===== config.mk =====
export PLATFORM = sky130hd
export DESIGN_NAME = memory_bus
export DESIGN_NICKNAME = d
export VERILOG_FILES = /design/src/rtl/memory_bus.sv
export SDC_FILE = /design/constraint.sdc
export NUM_CORES = 1
export LEC_CHECK = 0
export BUFFER_PORTS_ARGS = -buffer_cell sky130_fd_sc_hd__buf_2
export CORE_AREA = 2 2 94 96
export CTS_CLUSTER_SIZE = 30
export DETAILED_ROUTE_END_ITERATION = 6
export DIE_AREA = 0 0 96 98
export GPL_ROUTABILITY_DRIVEN = 0
export PLACE_DENSITY = 0.75
export SYNTH_ARGS = -nofsm -noshare
export SYNTH_HDL_FRONTEND = slang
export SYNTH_SLANG_ARGS = --single-unit

===== constraint.sdc =====
create_clock -name clk -period 1.9 [get_ports clk]
set_clock_uncertainty 0.1 [all_clocks]
set_input_delay 0.38 -clock clk [delete_from_list [all_inputs] [get_ports clk]]
set_output_delay 0.38 -clock clk [all_outputs]
set_load 0.01 [all_outputs]

===== src/rtl/memory_bus.sv =====
// Address decoder and access sequencer between the 6502 memory interface and
// the on-chip RAM, synchronous ROM and I/O registers (LEDs, ports, timer).
module memory_bus #(
  parameter int ROM_BITS   = 10,
  parameter int TIMER_BITS = 16
) (
  input  logic                clk,
  input  logic                reset,
  input  logic [15:0]         address,
  input  logic [7:0]          data_in,
  output logic [7:0]          data_out,
  input  logic                bus_read,
  input  logic                bus_write,
  output logic                bus_ready,
  output logic [8:0]          ram_address,
  output logic [7:0]          ram_data_in,
  input  logic [7:0]          ram_data_out,
  output logic                ram_write_enable,
  output logic [ROM_BITS-1:0] rom_address,
  input  logic [7:0]          rom_data,
  output logic [7:0]          ioport_a,
  input  logic [7:0]          ioport_b,
  output logic [7:0]          leds,
  output logic [1:0]          fsm_state
);

  localparam logic [1:0] S_IDLE     = 2'd0;
  localparam logic [1:0] S_ROM_WAIT = 2'd1;
  localparam logic [1:0] S_ACK      = 2'd2;

  // Handshake: bus_read/bus_write are held until the single-cycle bus_ready
  // strobe; the CPU drops them in the ACK cycle, and a request still high in
  // the following IDLE cycle is a new access.
  logic [1:0]            state_q, state_d;
  logic [15:0]           addr_q, addr_d;
  logic [7:0]            wdata_q, wdata_d;
  logic                  is_write_q, is_write_d;
  logic [7:0]            data_out_q, data_out_d;
  logic [7:0]            ioport_a_q, ioport_a_d;
  logic [7:0]            leds_q, leds_d;
  logic [7:0]            snap_q, snap_d;
  logic [TIMER_BITS-1:0] timer_q;

  logic        start;
  logic [15:0] cur_addr;
  logic        ram_hit, rom_hit;
  logic [15:0] timer16;
  logic [7:0]  rd_data;

  // The incoming address is passed through in the starting IDLE cycle so the
  // combinational RAM answers in time and the synchronous ROM sees its address
  // one cycle before its data is sampled at the end of ROM_WAIT.
  assign start    = (state_q == S_IDLE) && (bus_read || bus_write);
  assign cur_addr = start ? address : addr_q;
  assign ram_hit  = (cur_addr[15:9] == 7'd0);
  assign rom_hit  = (cur_addr[15:14] == 2'b11);
  assign timer16  = 16'(timer_q);

  always_comb begin
    rd_data = 8'hFF;
    if (ram_hit) begin
      rd_data = ram_data_out;
    end else if (rom_hit) begin
      rd_data = rom_data;
    end else begin
      case (cur_addr)
        16'h8000: rd_data = ioport_a_q;
        16'h8001: rd_data = ioport_b;
        16'h8002: rd_data = leds_q;
        16'h8004: rd_data = timer16[7:0];
        16'h8005: rd_data = snap_q;
        default:  rd_data = 8'hFF;
      endcase
    end
  end

  always_comb begin
    state_d    = state_q;
    addr_d     = addr_q;
    wdata_d    = wdata_q;
    is_write_d = is_write_q;
    data_out_d = data_out_q;
    ioport_a_d = ioport_a_q;
    leds_d     = leds_q;
    snap_d     = snap_q;
    case (state_q)
      S_IDLE: begin
        if (bus_read || bus_write) begin
          addr_d     = address;
          wdata_d    = data_in;
          is_write_d = bus_write;
          if (!bus_write && rom_hit) begin
            state_d = S_ROM_WAIT;
          end else begin
            state_d = S_ACK;
            if (!bus_write) begin
              data_out_d = rd_data;
              // High byte is frozen here so a later 0x8005 read pairs coherently.
              if (address == 16'h8004) snap_d = timer16[15:8];
            end
          end
        end
      end
      S_ROM_WAIT: begin
        data_out_d = rom_data;
        state_d    = S_ACK;
      end
      S_ACK: begin
        state_d = S_IDLE;
        if (is_write_q) begin
          if (addr_q == 16'h8000) ioport_a_d = wdata_q;
          if (addr_q == 16'h8002) leds_d     = wdata_q;
        end
      end
      default: state_d = S_IDLE;
    endcase
  end

  always_ff @(posedge clk or negedge reset) begin
    if (!reset) begin
      state_q    <= S_IDLE;
      addr_q     <= 16'd0;
      wdata_q    <= 8'd0;
      is_write_q <= 1'b0;
      data_out_q <= 8'd0;
      ioport_a_q <= 8'd0;
      leds_q     <= 8'd0;
      snap_q     <= 8'd0;
      timer_q    <= '0;
    end else begin
      state_q    <= state_d;
      addr_q     <= addr_d;
      wdata_q    <= wdata_d;
      is_write_q <= is_write_d;
      data_out_q <= data_out_d;
      ioport_a_q <= ioport_a_d;
      leds_q     <= leds_d;
      snap_q     <= snap_d;
      timer_q    <= timer_q + {{(TIMER_BITS-1){1'b0}}, 1'b1};
    end
  end

  assign data_out         = data_out_q;
  assign bus_ready        = (state_q == S_ACK);
  assign ram_address      = cur_addr[8:0];
  assign ram_data_in      = wdata_q;
  assign ram_write_enable = (state_q == S_ACK) && is_write_q && (addr_q[15:9] == 7'd0);
  assign rom_address      = cur_addr[ROM_BITS-1:0];
  assign ioport_a         = ioport_a_q;
  assign leds             = leds_q;
  assign fsm_state        = state_q;

endmodule


After elaboration in Yosys (flattened, before gate mapping)
Cells that the tools add are included.
{"block": "totals", "reg_bits": 75, "latchBits": 0, "ramBits": 0, "romBits": 0, "input_bits": 52, "out_inout_bits": 55, "wordCells": 52, "mem_count": 0}
{"block": "classes", "addsub": 1, "multipliers": 0, "div": 0, "order_cmp": 0, "eq_ne": 14, "shift": 0, "muxes": 11, "n_bitwise": 2, "n_reduce_logical": 15}
{"cell": "16-bit equality test (second input constant)", "n": 8}
{"cell": "8-bit 2-to-1 mux", "n": 5}
{"cell": "8-bit case mux with 5 select lines", "n": 1}
{"cell": "16-bit by 1-bit adder with 16-bit output (second input constant)", "n": 1}
{"cell": "16-bit 2-to-1 mux", "n": 1}
{"cell": "8-bit case mux with 2 select lines", "n": 1}
{"cell": "7-bit zero test", "n": 2}
{"cell": "3-bit AND reduction", "n": 2}
{"cell": "5-bit AND reduction", "n": 1}
{"cell": "2-bit equality test (second input constant)", "n": 2}
{"cell": "1-bit logical AND", "n": 4}
{"cell": "2-bit 2-to-1 mux", "n": 2}
{"cell": "2-bit inequality test (second input constant)", "n": 2}
{"cell": "2-bit case mux with 2 select lines", "n": 1}
{"cell": "4-bit AND reduction", "n": 1}
{"cell": "2-bit by 1-bit equality test with 1-bit output (second input constant)", "n": 1}
{"cell": "2-bit zero test", "n": 1}
{"cell": "2-bit by 1-bit inequality test with 1-bit output (second input constant)", "n": 1}
{"cell": "1-bit inverter", "n": 2}
{"cell": "2-bit AND reduction", "n": 1}
{"cell": "2-bit nonzero test", "n": 1}
{"cell": "1-bit zero test", "n": 1}
{"cell": "1-bit logical OR", "n": 1}

Logic depth before layout (Yosys ltp)
Gate-level depths: netlist (run 1).
{"block": "logic_depth", "word_depth": 11, "mapped_depth": 8, "mapped_depth_nobuf": 6}

Least setup slack after synthesis (run 1)
No wires, ideal clock.
{"block": "synth_path", "path_type": "input -> output", "start": "input bus_read", "end": "output rom_address[0]", "arrival_ns": 1.707, "t_required_ns": 1.420, "path_slack_ns": -0.287, "cell_stages": 7, "path_buffers": 3, "cell_sequence": "or2_2 > nand2_2 > buf_2 > buf_1 > nand2_1 > nand2_1 > buf_4"}
{"block": "synth_between", "elab_chain_len": 3}
{"element": "start, declared", "line": "12", "source": "input logic bus_read,"}
{"element": "1-bit logical OR", "line": "53", "source": "assign start = (state_q == S_IDLE) && (bus_read || bus_write);"}
{"element": "1-bit logical AND", "line": "53"}
{"element": "16-bit 2-to-1 mux", "line": "54", "source": "assign cur_addr = start ? address : addr_q;"}
{"element": "end, declared", "line": "19", "source": "output logic [ROM_BITS-1:0] rom_address,"}
No other way between the ends.

Worst setup path in the final report (run 1)
{"block": "layout_path", "start": "register state_q[0] (netlist: fsm_state[0])", "end": "register data_out_q[1] (netlist: data_out[1])"}
{"block": "layout_between", "elab_chain_len": 11, "elab_cells_between_ends": 24, "classes_between": "10 x eq/ne; 8 x mux; 6 x reduce/logical"}
{"element": "start, declared", "line": "34", "source": "logic [1:0] state_q, state_d;"}
{"element": "start signal, assigned", "line": "131", "source": "state_q <= state_d;"}
{"element": "2-bit zero test", "line": "53, 86"}
{"element": "1-bit logical AND", "line": "53"}
{"element": "16-bit 2-to-1 mux", "line": "54"}
{"element": "16-bit equality test", "line": "66", "source": "case (cur_addr)"}
{"element": "8-bit case mux with 5 select lines", "line": "66"}
{"element": "8-bit 2-to-1 mux", "line": "63", "source": "end else if (rom_hit) begin"}
{"element": "8-bit 2-to-1 mux", "line": "61", "source": "if (ram_hit) begin"}
{"element": "8-bit 2-to-1 mux", "line": "96", "source": "if (!bus_write) begin"}
{"element": "8-bit 2-to-1 mux", "line": "92", "source": "if (!bus_write && rom_hit) begin"}
{"element": "8-bit 2-to-1 mux", "line": "88", "source": "if (bus_read || bus_write) begin"}
{"element": "8-bit case mux with 2 select lines", "line": "86", "source": "case (state_q)"}
{"element": "end signal, assigned", "line": "135", "source": "data_out_q <= data_out_d;"}
{"element": "end, declared", "line": "38", "source": "logic [7:0] data_out_q, data_out_d;"}
Parallel ways exist; a longest one is shown, timed or not. The select of a mux whose other input is x is not followed.
A chain may end at the register's enable or synchronous reset.

==> results of run 1 <==
-- final timing paths --
| path | end | depth (start not counted) |
|---|---|---|
| worst max-delay path | data_out[1] | 7 |
| worst min-delay path | ram_data_in[3] | 3 |
| worst max register to register | data_out[1] | 7 |
| worst min register to register | timer16[15] | 1 |
| max in group asynchronous | leds[1] | 3 |
| min in group asynchronous | addr_q[3] | 3 |
-- timing repair --
item | CTS | global route
endpoints found under the hold margin | 75 | 0
pin swaps | 10 | 8
hold buffers | 1 | 0
resized for setup | 55 | 29
setup buffers | 10 | 5
setup endpoints to repair | 44 | 49
gates cloned | 0 | 1
-- layer usage --
metal  share of wire (%)  global-route usage (%)  vias up
li1                    -                       -     1821
met1                  38                    35.0     1931
met2                  50                    45.5      219
met3                 7.5                    3.70       48
met4                 4.2                    13.7        0
met5                   0                       0        -
-- placed cells by master (no fill, tap or decap), types with 4 or more instances in the layout --
cell type and instances:
buf_2 97, nor3_2 4, nand2_2 16, nor2_1 14
o22ai_1 11, buf_6 22, xor2_1 6, a21boi_2 4
nand2b_1 11, inv_1 12, nand3_1 19, a31o_1 4
mux2_2 16, o31a_1 5, o21bai_1 4, o32ai_2 4
clkbuf_8 9, a22oi_1 4, dfrtp_1 73, o211ai_1 5
nand2_1 71, xnor2_1 8, a21oi_1 21, nand4_1 6
nand2_4 4, nor3_1 5, mux2i_1 4, buf_4 66
mux2_4 5
-- cell families after synthesis --
logic type      after synthesis  share of synthesized area, %
flops                        75                          47.9
xor+xnor                     14                          3.13
compound gates               83                          14.2
simple gates                181                          22.1
fa+ha+maj                     1                         0.319
mux                          27                          7.66
buf+inv                      37                          4.73
-- metrics by stage --
step / utilization (%) / total power (uW)
after floorplan: - / 2780
after global placement: 59.7 / 3380
after detailed placement: 59.7 / 3420
after CTS: 66.4 / 5050
after global routing: 68.3 / 5410
final: 68.3 / 5180
-- flip-flops by register name (all words and copies together) (netlist names) --
name	cells
addr_q	16
timer16	16
data_out	8
ioport_a	8
leds	8
ram_data_in	8
snap_q	8
fsm_state	2
is_write_q	1
-- synthesized netlist by cell type (all sizes together) --
cell type and number:
o31a 5, a31oi 2, nor2b 4, nor4 5
o31ai 1, o32ai 5, a31o 4, clkbuf 5
ha 1, o21ai 9, inv 14, o211ai 5
buf 18, nand2b 12, and3 3, mux2i 6
xnor2 8, or3 1, o22ai 12, a22oi 4
nor4b 3, nor3 10, o2111ai 1, and2 2
nand4 6, xor2 6, mux2 21, nor2 18
nand4b 1, a21boi 5, nand2 91, nand3 22
a311oi 1, a21oi 25, or2 3, dfrtp 75
o21bai 4
-- power by group --
part           internal (uW)  switching, uW
Sequential              1780            178
Combinational            853            923
Clock                    762            675
-- final cells by class --
| type | count | area (um^2) |
|---|---|---|
| inverters | 14 | 55.1 |
| flip-flops and latches | 75 | 1880 |
| clock inverters | 7 | 105 |
| well taps | 108 | 135 |
| multi-input cells | 307 | 2210 |
| fillers | 608 | 2680 |
| clock buffers | 9 | 124 |
| repair buffers | 188 | 1280 |
-- worst max-delay path, stage by stage, from the launching register on --
cell      delay [ns]
dfrtp_2         0.44
or2_4           0.32
nor4b_2         0.38
o211ai_1        0.23
buf_4           0.20
o21bai_1        0.18
a31o_1          0.24
nand3_1         0.07
==> summary.md, run 1 <==
| Metric | Value |
|---|---|
| Status | finished, violations left |
| Placed inst area | 0.00506 mm^2 |
| Critical path type | reg2reg |
| WHS | 0.0961 ns |
| Avg WL per Cell | 18.2 um |
| Max-slew headroom | 62.4% |
| Slew Limit Fails | 0 |
| First-pass GRT wire length | 19.7 mm |
| Largest net degree at the start of global routing | 76 |
| RSZ-0062 raised after global routing | yes |
| Post-route cell area | 0.00578 mm^2 |
| Top cell type's share of synthesized area | 47.9% |
| Synth warnings | 0 |
| Reg2reg setup slack | -0.31 ns |
| PwrDens | 895 mW/mm^2 |
| Top-Level Pins | 107 |
| Syn Area/Cell | 9.38 um^2 |
| Synth top area cells | dfrtp_1, nand2_1, mux2_2 |
| Post-route setup slack | -0.313 ns |
| Clk buf depth | 2 |
| Die area | 0.00941 mm^2 |
| Worst-path maximum fanout | 7 |
| Routed vias/inst | 5.68 |
| Post-Syn Area | 0.00392 mm^2 |
| Routed WL | 12.9 mm |
| Worst hold-check path type | in2reg |
| Initial Utilization | 46.3% |
| Die W | 96 um |
| Vias | 4019 |
| Hold Violations, Final | 0 |
| Root buf cell | clkbuf_8 |
| Tot GR Track Use | 27.5% |
| Max cap viols | 0 |
| Cells after Synth | 418 |
| Critical path launch point | fsm_state[0] |
| Synth unique cells | 48 |
| Tmin final | 2.21 ns |
| Grt total ovfl | 0 |
| Vias in the first global route | 3919 |
| Worst r2r src | fsm_state[0] |
| Hold wc startpoint | data_in[3] |
| Failing checks | negative setup slack |
| Synth area leader | dfrtp_1 |
| Final setup violation count | 33 |
| Layout cells sized above 1 | 49.2% |
| Clk_lat worst skew | 0.37 ns |
| Antenna-violating nets left | 0 |
| Max Clock Freq | 452 MHz |
| CP Data Arrival Time | 2.41 ns |
| CP Data Required Time | 2.10 ns |
| Endpoint class of the critical path | flip-flop |
| Fin crit share | 116% |
| CTS H-tree depth | 3 |
| Sequential fraction of the synthesis area | 47.9% |
| HPWL Detailed | 8.67 mm |
| Non-Filler Instances | 708 |
| CP Launch Type | flip-flop |
| CORE AREA | 0.00847 mm^2 |
| Setup TNS Final | -6.79 ns |
| Placed Instances | 676 |
| Final nets | 648 |
| Place WS | -0.281 ns |
| Pleak | 0.00286 uW |
| Syn_nets | 471 |
| Inserted Diodes | 0 |
| DR iter-0 viols | 328 |
| Clock Sinks | 75 |
| Drt pass-1 iters | 5 |
| CTS tree | yes |
| Initial antenna violation count | 0 |
| Row cnt | 34 |
| Synthesis-to-finish area growth | 47.6% |
| Port bufs | 106 |
| Total CTS buffers | 9 |
| Least-Margin Pin Slew | 0.564 ns |
| Synth Register Bits | 75 |
| Residual DRC count | 0 |
| Clock transition at path regs | 0.09 ns |
| Worst VDD drop | 0.000531 V |
| Die Span Y | 98 um |
No activity file was read; power rests on OpenSTA's default activity.
==> run 2: changes to the inputs <==
--- a/config.mk
+++ b/config.mk
@@ -12,5 +12,7 @@
 export DIE_AREA = 0 0 96 98
 export GPL_ROUTABILITY_DRIVEN = 0
+export MAX_ROUTING_LAYER = met4
 export PLACE_DENSITY = 0.75
+export SLEW_MARGIN = 20
 export SYNTH_ARGS = -nofsm -noshare
 export SYNTH_HDL_FRONTEND = slang
==> constraint.sdc (replaced) <==
create_clock -name clk -period 1.9 [get_ports clk]
set_clock_uncertainty 0.1 [all_clocks]
set_input_delay 0.38 -clock clk [delete_from_list [all_inputs] [get_ports clk]]
set_output_delay 0.38 -clock clk [all_outputs]
set_load 0.02 [all_outputs]
==> summary.md, run 2 (synthesized netlist as in run 1, its figures left out) <==
| Metric | Value |
|---|---|
| Status | finished, violations left |
| Failing checks | negative setup slack |
| Tmin final | 2.23 ns (+0.0124 ns) |
| DR iter-0 viols | 228 (-30%) |
| Total CTS buffers | 9 (unchanged) |
| Die Span Y | 98 um (unchanged) |
| Avg WL per Cell | 17.9 um (-2.1%) |
| Pleak | 0.00292 uW (+1.9%) |
| Commonest non-fill, non-tap cells in the layout | buf_2, dfrtp_1, nand2_1, buf_4, buf_6 |
| Register area | 0.00188 mm^2 (unchanged) |
| Int Pwr | 3180 uW (-6.5%) |
| CP Launch Type | flip-flop |
| Clock share of power | 22.7% (-5.1 points) |
| # fillers | 613 (+0.82%) |
| Root buf cell | clkbuf_8 |
| CP Data Arrival Time | 1.75 ns (-0.66 ns) |
| Area occupied by multi-input gates | 0.00218 mm^2 (-1.0%) |
| Psw | 1960 uW (+10%) |
| Routed WL | 12.8 mm (-0.81%) |
| Tot GR Track Use | 28.1% (+0.57 points) |
| HPWL Detailed | 8.79 mm (+1.3%) |
| Gate power share | 39.1% (+4.8 points) |
| Post-route setup slack | -0.325 ns (-0.0124 ns) |
| Non-Filler Instances | 717 (+1.3%) |
| Drt pass-1 iters | 4 (-1) |
| Worst hold-check path type | in2reg |
| First-pass GRT wire length | 19.9 mm (+0.81%) |
| CP Data Required Time | 1.42 ns (-0.68 ns) |
| Antenna-violating nets left | 0 (unchanged) |
| PwrDens | 878 mW/mm^2 (-1.9%) |
| Worst-path maximum fanout | 6 (-1) |
| Inserted Diodes | 0 (unchanged) |
| Vias in the first global route | 4008 (+2.3%) |
| Die W | 96 um (unchanged) |
| Placed Instances | 675 (-0.15%) |
| Routed vias/inst | 5.59 (-1.5%) |
| RSZ-0062 raised after global routing | yes |
| Clk buf depth | 2 (unchanged) |
| Top-Level Pins | 107 (unchanged) |
| Row cnt | 34 (unchanged) |
| WHS | 0.0969 ns (+0.000771 ns) |
| Clock Sinks | 75 (unchanged) |
| Largest net degree at the start of global routing | 76 (unchanged) |
| Fin crit share | 117% (+0.65 points) |
| Critical path type | reg2out |
| Worst VDD drop | 0.000413 V (-22%) |
| Initial Utilization | 46.3% (unchanged) |
| Seq pwr share | 38.2% (+0.3 points) |
| CTS H-tree depth | 3 (unchanged) |
| Switching Share | 38.1% (+3.8 points) |
| Final setup violation count | 50 (+52%) |
| Initial antenna violation count | 0 (unchanged) |
| Hold Violations, Final | 0 (unchanged) |
| Port bufs | 106 (unchanged) |
| CTS tree | yes |
| Max Clock Freq | 449 MHz (-0.56%) |
| Slew Limit Fails | 0 (unchanged) |
| Most common cell after layout, fill and taps aside | buf_2 |
| Least-Margin Pin Slew | 0.837 ns (+0.273 ns) |
| Max cap viols | 0 (unchanged) |
| Max-slew headroom | 44.0% (-18 points) |
| Layout cells sized above 1 | 49.3% (+0.094 points) |
| Grt total ovfl | 0 (unchanged) |
| Clock transition at path regs | 0.09 ns (about the same) |
| Die area | 0.00941 mm^2 (unchanged) |
| Final nets | 657 (+1.4%) |
| Synthesis-to-finish area growth | 49.4% |
| Final Util | 69.2% (+0.84 points) |
| CORE AREA | 0.00847 mm^2 (unchanged) |
| Clk_lat worst skew | 0.36 ns (about the same) |
| Residual DRC count | 0 (unchanged) |
| Endpoint class of the critical path | output port |
| Vias | 4008 (-0.27%) |
## run 2: what timing repair did
action / CTS / global route
hold buffers: 1 / 0
resized for setup: 88 / 19
setup buffers: 19 / 4
endpoints found under the hold margin: 75 / 0
setup endpoints to repair: 49 / 52
pin swaps: 20 / 4
gates cloned: 2 / 0
## run 2: per-stage QoR
stage	total power, uW	worst slack [ns]	area (um^2)	TNS, ns
final	5140	-0.325	5860	-8.64
after global routing	5350	-0.370	5860	-11.37
after CTS	5050	-0.329	5760	-7.78
after detailed placement	3600	-0.237	5100	-6.06
after global placement	3550	-0.200	5100	-5.19
after floorplan	2960	-0.135	4090	-2.48
## run 2: layer usage
| layer | vias to the layer above | routed length, um | part of all wire, % | GRT usage, % |
|---|---|---|---|---|
| met1 | 1949 | 5240 | 41 | 35.6 |
| met3 | 39 | 722 | 5.6 | 4.40 |
| li1 | 1829 | - | - | - |
| met4 | 0 | 435 | 3.4 | 12.1 |
| met5 | - | 0 | 0 | - |
| met2 | 191 | 6410 | 50 | 44.3 |
## run 2: layout make-up
type | count | area share [%]
multi-input cells | 306 | 37.3
well taps | 108 | 2.31
clock buffers | 10 | 2.18
clock inverters | 6 | 0.833
flip-flops and latches | 75 | 32.1
repair buffers | 198 | 24.3
inverters | 14 | 0.983
## run 2: worst max-delay path, cell delays in order, from the launching register on
cell,delay (ns)
dfrtp_2,0.43
or2_4,0.29
buf_6,0.13
nor2_4,0.12
buf_8,0.15
nand2_2,0.07
nand2_4,0.07
buf_6,0.12
## run 2: worst paths after layout
check	from	end	slack, ns	cells after the start
max	fsm_state[1]	ram_address[5]	-0.33	7
min	data_in[2]	ram_data_in[2]	0.1	3
max reg2reg	fsm_state[1]	data_out[3]	-0.23	9
min reg2reg	timer16[15]	timer16[15]	0.39	1
max in group asynchronous	reset	data_out[6]	0.90	3
min in group asynchronous	reset	addr_q[3]	0.49	3
## run 2: power by group through the flow
| stage | Combinational [uW] | Sequential, uW | Clock [uW] |
|---|---|---|---|
| finish | 2010 | 1960 | 1170 |
| global route | 2130 | 1980 | 1240 |
| CTS | 1920 | 1950 | 1180 |
| detailed placement | 1630 | 1970 | 0 |
| global placement | 1580 | 1970 | 0 |
| floorplan | 882 | 2080 | 0 |
